--- src/rtl/adder_share_arbiter.sv ---
// Round-robin arbiter sharing one external combinational adder among NUM_REQ requesters.
// Optional per-requester grant counters are enabled with `define ADDER_ARB_STATS_EN.
module adder_share_arbiter #(
  parameter  int NUM_REQ    = 4,
  parameter  int DATA_WIDTH = 32,
  localparam int ID_W       = (NUM_REQ > 1) ? $clog2(NUM_REQ) : 1
) (
  input  logic                          clk,
  input  logic                          rst_n,
  input  logic [NUM_REQ-1:0]            req_valid,
  input  logic [NUM_REQ*DATA_WIDTH-1:0] req_a,
  input  logic [NUM_REQ*DATA_WIDTH-1:0] req_b,
  output logic [NUM_REQ-1:0]            req_ready,
  output logic [DATA_WIDTH-1:0]         add_a,
  output logic [DATA_WIDTH-1:0]         add_b,
  input  logic [DATA_WIDTH-1:0]         add_y,
  output logic                          rsp_valid,
  input  logic                          rsp_ready,
  output logic [ID_W-1:0]               rsp_id,
`ifdef ADDER_ARB_STATS_EN
  output logic [DATA_WIDTH-1:0]         rsp_sum,
  output logic [NUM_REQ*16-1:0]         grant_cnt,
  input  logic                          stats_clr
`else
  output logic [DATA_WIDTH-1:0]         rsp_sum
`endif
);

  // Handshake: a request transfers on a cycle where req_valid[i] & req_ready[i];
  // a response transfers where rsp_valid & rsp_ready. Neither valid may wait on ready.
  typedef enum logic {EMPTY = 1'b0, FULL = 1'b1} state_t;

  state_t                state_q, state_d;
  logic [ID_W-1:0]       rr_ptr, rr_ptr_d;
  logic [ID_W-1:0]       grant;
  logic                  found;
  logic                  can_accept;
  logic                  accept;
  int                    idx;
  logic [DATA_WIDTH-1:0] a_arr [NUM_REQ];
  logic [DATA_WIDTH-1:0] b_arr [NUM_REQ];

  for (genvar i = 0; i < NUM_REQ; i++) begin : g_unpack
    assign a_arr[i] = req_a[i*DATA_WIDTH +: DATA_WIDTH];
    assign b_arr[i] = req_b[i*DATA_WIDTH +: DATA_WIDTH];
  end

  // The FSM state is the response-register occupancy, so rsp_valid exposes it directly.
  assign rsp_valid  = (state_q == FULL);
  assign can_accept = !rsp_valid || rsp_ready;

  // First valid requester at or after rr_ptr; defaults to rr_ptr when none is valid.
  always_comb begin
    found = 1'b0;
    grant = rr_ptr;
    idx   = 0;
    for (int k = 0; k < NUM_REQ; k++) begin
      idx = int'(rr_ptr) + k;
      if (idx >= NUM_REQ) idx = idx - NUM_REQ;
      if (!found && req_valid[idx]) begin
        found = 1'b1;
        grant = ID_W'(idx);
      end
    end
  end

  always_comb begin
    req_ready = '0;
    if (found && can_accept && rst_n) req_ready[grant] = 1'b1;
  end

  assign accept = |req_ready;
  assign add_a  = a_arr[grant];
  assign add_b  = b_arr[grant];

  always_comb begin
    state_d  = state_q;
    rr_ptr_d = rr_ptr;
    case (state_q)
      EMPTY:   if (accept) state_d = FULL;
      FULL:    if (rsp_ready && !accept) state_d = EMPTY;
      default: state_d = EMPTY;
    endcase
    if (accept) begin
      if (int'(grant) == NUM_REQ - 1) rr_ptr_d = '0;
      else                            rr_ptr_d = grant + 1'b1;
    end
  end

  always_ff @(posedge clk or negedge rst_n) begin
    if (!rst_n) begin
      state_q <= EMPTY;
      rr_ptr  <= '0;
      rsp_id  <= '0;
      rsp_sum <= '0;
    end else begin
      state_q <= state_d;
      rr_ptr  <= rr_ptr_d;
      if (accept) begin
        rsp_id  <= grant;
        rsp_sum <= add_y;
      end
    end
  end

`ifdef ADDER_ARB_STATS_EN
  logic [15:0] cnt_q [NUM_REQ];

  // Saturating per-requester accept counters; clear has priority over increment.
  always_ff @(posedge clk or negedge rst_n) begin
    if (!rst_n) begin
      for (int i = 0; i < NUM_REQ; i++) cnt_q[i] <= '0;
    end else begin
      for (int i = 0; i < NUM_REQ; i++) begin
        if (stats_clr)                                     cnt_q[i] <= '0;
        else if (req_ready[i] && req_valid[i] && cnt_q[i] != 16'hFFFF) cnt_q[i] <= cnt_q[i] + 16'd1;
      end
    end
  end

  for (genvar i = 0; i < NUM_REQ; i++) begin : g_cnt
    assign grant_cnt[i*16 +: 16] = cnt_q[i];
  end
`endif

endmodule

--- config.mk ---
export PLATFORM = sky130hd
export DESIGN_NAME = adder_share_arbiter
export DESIGN_NICKNAME = d
export VERILOG_FILES = /design/src/rtl/adder_share_arbiter.sv
export SDC_FILE = /design/constraint.sdc
export NUM_CORES = 1
export LEC_CHECK = 0
export BUFFER_PORTS_ARGS = -buffer_cell sky130_fd_sc_hd__buf_4
export CAP_MARGIN = 20
export CORE_AREA = 2 2 154 156
export DETAILED_ROUTE_END_ITERATION = 16
export DIE_AREA = 0 0 156 158
export PLACE_DENSITY = 0.53
export SYNTH_ARGS = -nofsm -noshare
export SYNTH_HDL_FRONTEND = slang
export SYNTH_SLANG_ARGS = --single-unit
--- constraint.sdc ---
create_clock -name clk -period 3.7 [get_ports clk]
set_input_delay 0.37 -clock clk [delete_from_list [all_inputs] [get_ports clk]]
set_output_delay 0.37 -clock clk [all_outputs]
set_load 0.05 [all_outputs]
; ---- Word-level counts from Yosys, hierarchy flattened
; Index checks and enable logic that the tools add are counted.
; Widths: inputs -> output; s select.
[word_totals]
reg_bits = 37
latchBits = 0
mem_bits_rw = 0
rom_bits = 0
in_bits = 295
word_cells = 77
n_memories = 0
[classes]
addsub = 8
mul = 0
div = 0
magnitude_cmp = 11
n_eq_ne = 1
shifts = 0
mux = 37
bitwise = 2
reduce_logical = 14
[ops]
columns = op, count
row1 = $mux 32, 8
row2 = $bmux 32 s2, 2
row3 = $lt 32x4->1 const B, 4
row4 = $mux 1, 15
row5 = $ge 3x3->1 const B, 4
row6 = $sub 3x3->4 const B, 3
row7 = $mux 2, 5
row8 = $bmux 1 s2, 4
row9 = $logic_and 1x1->1, 7
row10 = $add 2x2->3 const B, 2
row11 = $logic_not 1->1, 5
row12 = $mux 4, 1
row13 = $reduce_or 4->1, 1
row14 = $sub 2x3->4 const B, 1
row15 = $add 2x1->3 const B, 1
row16 = $ge 2x3->1 const B, 1
row17 = $lt 2x3->1 const B, 1
row18 = $not 2->3, 1
row19 = $add 2x1->2 const B, 1
row20 = $demux 1 s2, 1
row21 = $eq 2x1->1 const B, 1
row22 = $ge 2x1->1 const B, 1
row23 = $pmux 1 s2, 1
row24 = $logic_or 1x1->1, 1
row25 = $not 1->1, 1

; ---- Longest topological paths before layout
; Gate-level depths: netlist of the first run.
[depth]
depth_word = 25
mapped_depth = 14

; ---- Least setup slack after synthesis of the first run
; Ideal clock, no wire load.
[synth_path]
path_type = input -> register
startpoint = input req_valid[3]
endpoint = register rsp_sum[10]
setup_ns = 0.125
arrival_ns = 2.951
required_ns = 3.575
path_slack_ns = 0.624
cell_stages = 12
path_cell_list = or2_2 or2_2 nand3_1 clkbuf_1 clkbuf_1 ha_1 nor2_1 o21ai_0 o211ai_1 a21oi_4 buf_6 mux2_4
[synth_via]
elab_chain_cells = 19
elab_cells_between_ends = 35
classes_between = order compare (2) / mux (23) / reduce/logical (10)
[synth_lines]
columns = item, line
row1 = start: declaration, 10  ; input logic [NUM_REQ-1:0] req_valid,
row2 = $bmux 1 s2, 60  ; if (!found && req_valid[idx]) begin
row3 = $mux 1 (not written as such) (2 in a row), 60
row4 = $mux 1, 60
row5 = $logic_not 1->1, 60
row6 = $logic_and 1x1->1, 60
row7 = $mux 1, 60
row8 = $logic_not 1->1, 60
row9 = $logic_and 1x1->1, 60
row10 = [2 not listed], -
row11 = $logic_and 1x1->1, 60
row12 = $mux 2, 60
row13 = $lt 2x3->1 (not written as such) or $ge 2x1->1 (tied branches), 69  ; if (found && can_accept && rst_n) req_ready[grant] = 1'b1;
row14 = $logic_and 1x1->1 (not written as such), 69
row15 = $mux 1 (not written as such), 69
row16 = $demux 1 s2, 69
row17 = $mux 4 (*), 69
row18 = $reduce_or 4->1 (*), 72  ; assign accept = |req_ready;
row19 = end signal: assignment, 101  ; rsp_sum <= add_y;
row20 = end: declaration, 25  ; output logic [DATA_WIDTH-1:0] rsp_sum
; Every way passes the cells marked *; elsewhere a longest branch is shown, timed or not. The select of a mux whose other input is x is not followed.
; A chain may end at the register's enable or synchronous reset.

; ---- Final worst setup path of the first run
[layout_path]
startpoint = register rr_ptr[1]
endpoint = output add_a[11]
[layout_via]
elab_chain_cells = 19
elab_cells_between_ends = 44
classes_between = add/sub (7) / order compare (4) / mux (26) / bitwise (1) / reduce/logical (6)
[layout_lines]
columns = item, line
row1 = start: declaration, 34  ; logic [ID_W-1:0] rr_ptr, rr_ptr_d;
row2 = start signal: assignment, 98  ; rr_ptr <= rr_ptr_d;
row3 = "parallel branches: the longest is 14 deep, another holds $sub 3x3->4", -
row4 = $mux 2 (*), 60
row5 = $not 2->3 (not written as such) (*), 73  ; assign add_a = a_arr[grant];
row6 = $bmux 32 s2 (*), 73
row7 = $mux 32 (not written as such) (*) (2 in a row), 73
row8 = end: declaration, 14  ; output logic [DATA_WIDTH-1:0] add_a,
; Mark *: on every way between the ends. The select of a mux whose other input is x is not followed.

==> results of run 1 <==
power groups by stage:
stage	sequential (uW)	combinational [uW]	clock (uW)
after floorplan	1420	3400	0
after global placement	750	5800	0
after detailed placement	743	5800	0
after CTS	746	5810	498
after global routing	774	6080	520
final	745	5770	488
layout make-up:
class / count / area (um^2)
Sequential cell: 37 / 926
Fill cell: 2493 / 16000
Timing Repair Buffer: 403 / 3060
Multi-Input combinational cell: 388 / 2490
Clock buffer: 6 / 129
Clock inverter: 2 / 38.8
Inverter: 3 / 16.3
Tap cell: 290 / 363
registers in the layout, indices dropped and copies added, names as in the netlist:
signal / count
rsp_sum: 32
rsp_id: 2
rr_ptr: 2
rsp_valid: 1
worst paths after layout:
check	endpoint	slack [ns]	cells after the start
min in group clk	rsp_sum[16]	0.32	2
min	rsp_sum[0]	0.06	1
min reg2reg	rsp_id[1]	0.50	1
max reg2reg	rsp_sum[0]	0.53	11
max in group asynchronous	rsp_id[0]	3.29	1
max	add_a[11]	0.27	8
metal layers:
metal | vias to the layer above | GRT usage [%] | part of all wire [%]
li1 | 2491 | - | -
met1 | 2382 | 18.4 | 42
met2 | 270 | 23.6 | 49
met3 | 23 | 2.38 | 7.7
met4 | 0 | 2.45 | 1.5
met5 | - | 0 | 0
logic make-up after synthesis:
kind of cell	Yosys count	synth area share, %
fa+ha+maj	1	0.340
flops	37	25.1
mux	33	12.8
simple gates	214	27.4
buf+inv	56	7.95
compound gates	140	26.4
worst register-to-register path, delay by kind of cell, from the launching register on:
| family | cells | cell delay (ns) |
|---|---|---|
| muxes | 1 | 0.39 |
| and+or+nand+nor | 4 | 1.10 |
| AOI/OAI and AO/OA | 3 | 0.58 |
| buffers and inverters | 2 | 0.34 |
| adders and majority gates | 1 | 0.19 |
| DFF | 1 | 0.45 |
layout by cell type, fill, tap and decap left out, types with 3 or more instances in the layout:
master     netlist  layout
buf_4           11     400
nand2_1        129     129
dfrtp_1         37      37
o21ai_0          5       4
mux2_4          27      27
and3_1          65      65
a31oi_1         64      64
a211oi_1        64      64
nor2_1           4       4
clkbuf_16        0       5
nor2b_1          4       4
buf_12           0       3
mux2_2           5       5
metrics by stage:
step	cell area (um^2)	std cells	utilization (%)	total power, uW
after global placement	6860	1121	29.7	6550
after detailed placement	6860	1121	29.7	6550
after floorplan	3680	481	-	4820
final	7030	1129	30.5	7000
after global routing	7030	1129	30.5	7380
after CTS	7030	1129	30.5	7050
==> results.yml, run 1 <==
die:
  die-area_um2: 24600
  fp-row-count: 56
  core-area_um2: 23100
  die_h_um: 158
  start_util_pct: 16.0
  die_w_um: 156
  io_pins: 398
cts:
  postCtsSetupBuffers: 0
  cts-resized-gates: 0
  cts_tree: "yes"
  clockRootBuffer: "clkbuf_16"
  cts_inserted_buffers: 5
  clk_pin_slew_ns: 0.06
  clkSinkCount: 37
  cts.path.max_buffers: 2
  htree_levels: 2
  hold_buffers: 0
  clk_latency_ns: 0.28
place:
  portBuffers: 397
  hpwl_um: 14000
  dp_slack_ns: 0.507
  gp_congestion: 0.810
route:
  drc_errors: 0
  via_per_inst: 4.58
  detail-route-antenna-nets: 0
  routed_wl_um: 18900
  drt_iter0_markers: 328
  wl_per_cell_um: 16.7
  firstDrtPassIters: 6
  vias: 5166
worst_setup_path:
  cp_slowest_stage_delay_ns: 0.62
  path_delay_family: "simple AND/OR/NAND/NOR gates"
  rr_startpoint: "rr_ptr[1]"
  path_max_fanout: 130
  crit_chain: "and3b_1 -> or4_2 -> and2_2 -> clkinv_4 -> buf_12 -> a211oi_1 -> a31oi_1 -> buf_4"
  cpMaxStageDelayCell: "or4_2"
  start_kind: "register"
  worstPathArrival_ns: 3.06
  critical_path_buf_inv_count: 3
  worstPathRequired_ns: 3.33
  startpoint: "rr_ptr[1]"
  path_class: "reg -> out"
  endpoint_kind: "output pin"
yosys:
  ys_seq_elements: 37
  synthCells: 481
  syn-cell-area_um2: 3680
  syn_avg_cell_area_um2: 7.66
  synth.area.top_cells: "dfrtp_1 25%, nand2_1 13%, a211oi_1 13%"
  synthDistinctLibCells: 33
  ys_warn_count: 0
  synth_common_cells: "129 x nand2_1, 65 x and3_1, 64 x a211oi_1, 64 x a31oi_1, 37 x dfrtp_1"
  synth_nets: 777
  yosysTopAreaCell: "dfrtp_1"
  synth_top_area_share_pct: 25.1
  async_reset_ff_share_pct: 100
  synth_most_common_cell: "nand2_1"
  yosysSeqAreaShare_pct: 25.1
  synth-edff-count: 0
  ys.flop_type: "dfrtp_1"
sta:
  drv_slew: 0
  hold-worst-slack_ns: 0.0571
  finalSetupTns_ns: 0
  slew-limit-headroom_pct: 45.5
  hold_viol_final: 0
  finalWorstSetupSlack_ns: 0.274
  tightest_slew_ns: 0.818
  fin_crit_sh_pct: 92.6
  setup_violations: 0
  fin_crit_ns: 3.43
  rsz0062_at_grt: "no"
  fmax_ghz: 0.292
  fin_skew_ns: 0.00382
hold_path:
  hold_class: "in -> async"
outcome:
  status: "complete, no violations"
grt:
  grt_pass1_wl_um: 27100
  grt_pass1_vias: 4834
  grt_max_degree: 131
  grt-ovfl-total: 0
  antenna_found_initial: 0
  grt_usage_pct: 13.8
power:
  p_seq_share_pct: 10.6
  power.leakage_uw: 0.00357
  p_comb_share_pct: 82.4
  power_density_nw_per_um2: 997
  switching_share_pct: 60.4
  p_clk_share_pct: 7.0
  ir_worst_vdd_uv: 601
  cellInternalPower_uw: 2770
  p_sw_uw: 4230
finish:
  nets: 1134
  n_antenna_cell: 0
  area_growth_pct: 90.8
  layout-drive-gt1-share_pct: 53.6
flow_run:
  max_cap_violations: 0
(Power assumes the default switching activity.)
==> run 2: changes to the inputs <==
clock period = 4.1 ns   (was 3.7 ns; I/O delays follow)
==> run 2 against run 1 <==
Largest cell class unchanged. Sequential share of layout area barely moved. First-iteration DRC count rose by 27%. Worst setup slack improved by 0.48 ns. Largest power group unchanged. Power fell by 11%. Worst hold slack improved by 0.041 ns. Core utilization fell by 0.081 points. Non-clock buffer count rose by 2. Clock power fell by 21%. Register-to-register slack improved by 0.40 ns.
==> results.yml, run 2 (synthesized netlist as in run 1, its figures left out) <==
finish:
  mostFrequentLayoutCells: "403 x buf_4, 129 x nand2_1, 65 x and3_1"
  layout-drive-gt1-share_pct: 53.9
  final_common_cell: "buf_4"
  nets: 1136
  n_antenna_cell: 0
  area_growth_pct: 90.3
  top_regs: "rsp_sum (32), rr_ptr (2), rsp_id (2)"
  nFillCells: 2504
  largest_reg_flops: 32
  top_register: "rsp_sum"
sta:
  setup_violations: 0
  fin_crit_ns: 3.34
  slew-limit-headroom_pct: 40.9
  rsz0062_at_grt: "no"
  fin_crit_sh_pct: 81.5
  fmax_ghz: 0.299
  fin_skew_ns: 0.00399
  drv_slew: 0
  hold_viol_final: 0
  tightest_slew_ns: 0.887
  finalSetupTns_ns: 0
worst_setup_path:
  crit_end: "add_b[25]"
  endpoint_kind: "output pin"
  path_max_fanout: 43
  rr_startpoint: "rr_ptr[1]"
  r2r_slack_ns: 0.93
  r2r-end: "rsp_sum[1]"
  worstPathRequired_ns: 3.69
  start_kind: "register"
  startpoint: "rr_ptr[1]"
  worstPathArrival_ns: 2.93
  r2r_cells: 11
  path_class: "reg -> out"
cts:
  clockRootBuffer: "clkbuf_16"
  cts.path.max_buffers: 2
  clk_pin_slew_ns: 0.06
  cts_tree: "yes"
  clkSinkCount: 37
  clk_latency_ns: 0.28
  cts_inserted_buffers: 5
  htree_levels: 2
  hold_buffers: 0
  cts-resized-gates: 0
  postCtsSetupBuffers: 0
route:
  via_per_inst: 4.47
  vias: 5053
  drt_iter0_markers: 417
  routed_wl_um: 18800
  wl_per_cell_um: 16.6
  firstDrtPassIters: 4
  detail-route-antenna-nets: 0
  drc_errors: 0
die:
  io_pins: 398
  core-area_um2: 23100
  die_w_um: 156
  die_h_um: 158
  start_util_pct: 16.0
  die-area_um2: 24600
  fp-row-count: 56
flow_run:
  max_cap_violations: 0
outcome:
  status: "complete, no violations"
power:
  ir_worst_vdd_uv: 503
  p_comb_share_pct: 83.2
  p_seq_share_pct: 10.7
  cellInternalPower_uw: 2440
  p_sw_uw: 3820
  power.leakage_uw: 0.00357
  totalPowerFinal_uw: 6260
  switching_share_pct: 61.1
  power_density_nw_per_um2: 894
  p_clk_share_pct: 6.1
place:
  gp_congestion: 0.776
  hpwl_um: 14200
  portBuffers: 397
grt:
  grt_use_met3_pct: 2.52
  antenna_found_initial: 0
  use_met1_pct: 18.4
  grt_util_met2_pct: 22.8
  grt_usage_pct: 13.5
  grt_pass1_wl_um: 26600
  busiest_layer: "met2"
  grt_pass1_vias: 4709
  grt_max_degree: 87
  grt-ovfl-total: 0
hold_path:
  hold_class: "in -> async"
[run 2: routing by layer]
| layer | vias up | share of wire, % |
|---|---|---|
| met5 | - | 0 |
| met4 | 0 | 0.70 |
| met3 | 12 | 7.3 |
| met1 | 2329 | 43 |
| li1 | 2488 | - |
| met2 | 224 | 49 |
[run 2: worst min-delay path by stage]
stage          start          end  slack (ns)  cells after the start
6_report       rst_n  rsp_sum[21]         0.1                      1
5_1_grt        rst_n   rsp_sum[0]        0.14                      1
4_1_cts        rst_n   rsp_sum[0]        0.12                      1
3_5_place_dp   rst_n  rsp_sum[21]        0.41                      1
3_3_place_gp   rst_n  rsp_sum[13]        0.42                      1
2_1_floorplan  rst_n    rr_ptr[0]        0.11                      0
[run 2: cell type report]
cell class | count | area, um^2 | share of cell area (%)
repair buffers | 405 | 3070 | 43.8
multi-input cells | 388 | 2490 | 35.5
flip-flops and latches | 37 | 926 | 13.2
well taps | 290 | 363 | 5.18
clock buffers | 5 | 125 | 1.79
clock inverters | 3 | 21.3 | 0.304
inverters | 3 | 16.3 | 0.232
[run 2: power by group through the flow]
stage / registers [uW] / logic (uW) / clock network, uW
2_1_floorplan: 1280 / 3070 / 0
3_3_place_gp: 676 / 5240 / 0
3_5_place_dp: 667 / 5230 / 0
4_1_cts: 669 / 5240 / 393
5_1_grt: 696 / 5470 / 409
6_report: 668 / 5210 / 384
[run 2: stage by stage]
step | worst slack, ns | util [%] | hold WS, ns | cell area (um^2) | std cells
floorplan | 0.984 | - | 0.114 | 3680 | 481
global placement | 0.875 | 29.8 | 0.416 | 6860 | 1123
detailed placement | 0.843 | 29.8 | 0.414 | 6860 | 1123
CTS | 0.755 | 30.4 | 0.115 | 7010 | 1131
global route | 0.647 | 30.4 | 0.141 | 7010 | 1131
finish | 0.757 | 30.4 | 0.0984 | 7010 | 1131
[run 2: worst max-delay path, cell delays in order (launching register included)]
cell	delay [ns]
dfrtp_1	0.45
and3b_1	0.20
or4_2	0.61
and2_2	0.22
clkinv_4	0.08
buf_4	0.39
a211oi_1	0.14
a31oi_1	0.26
buf_4	0.26
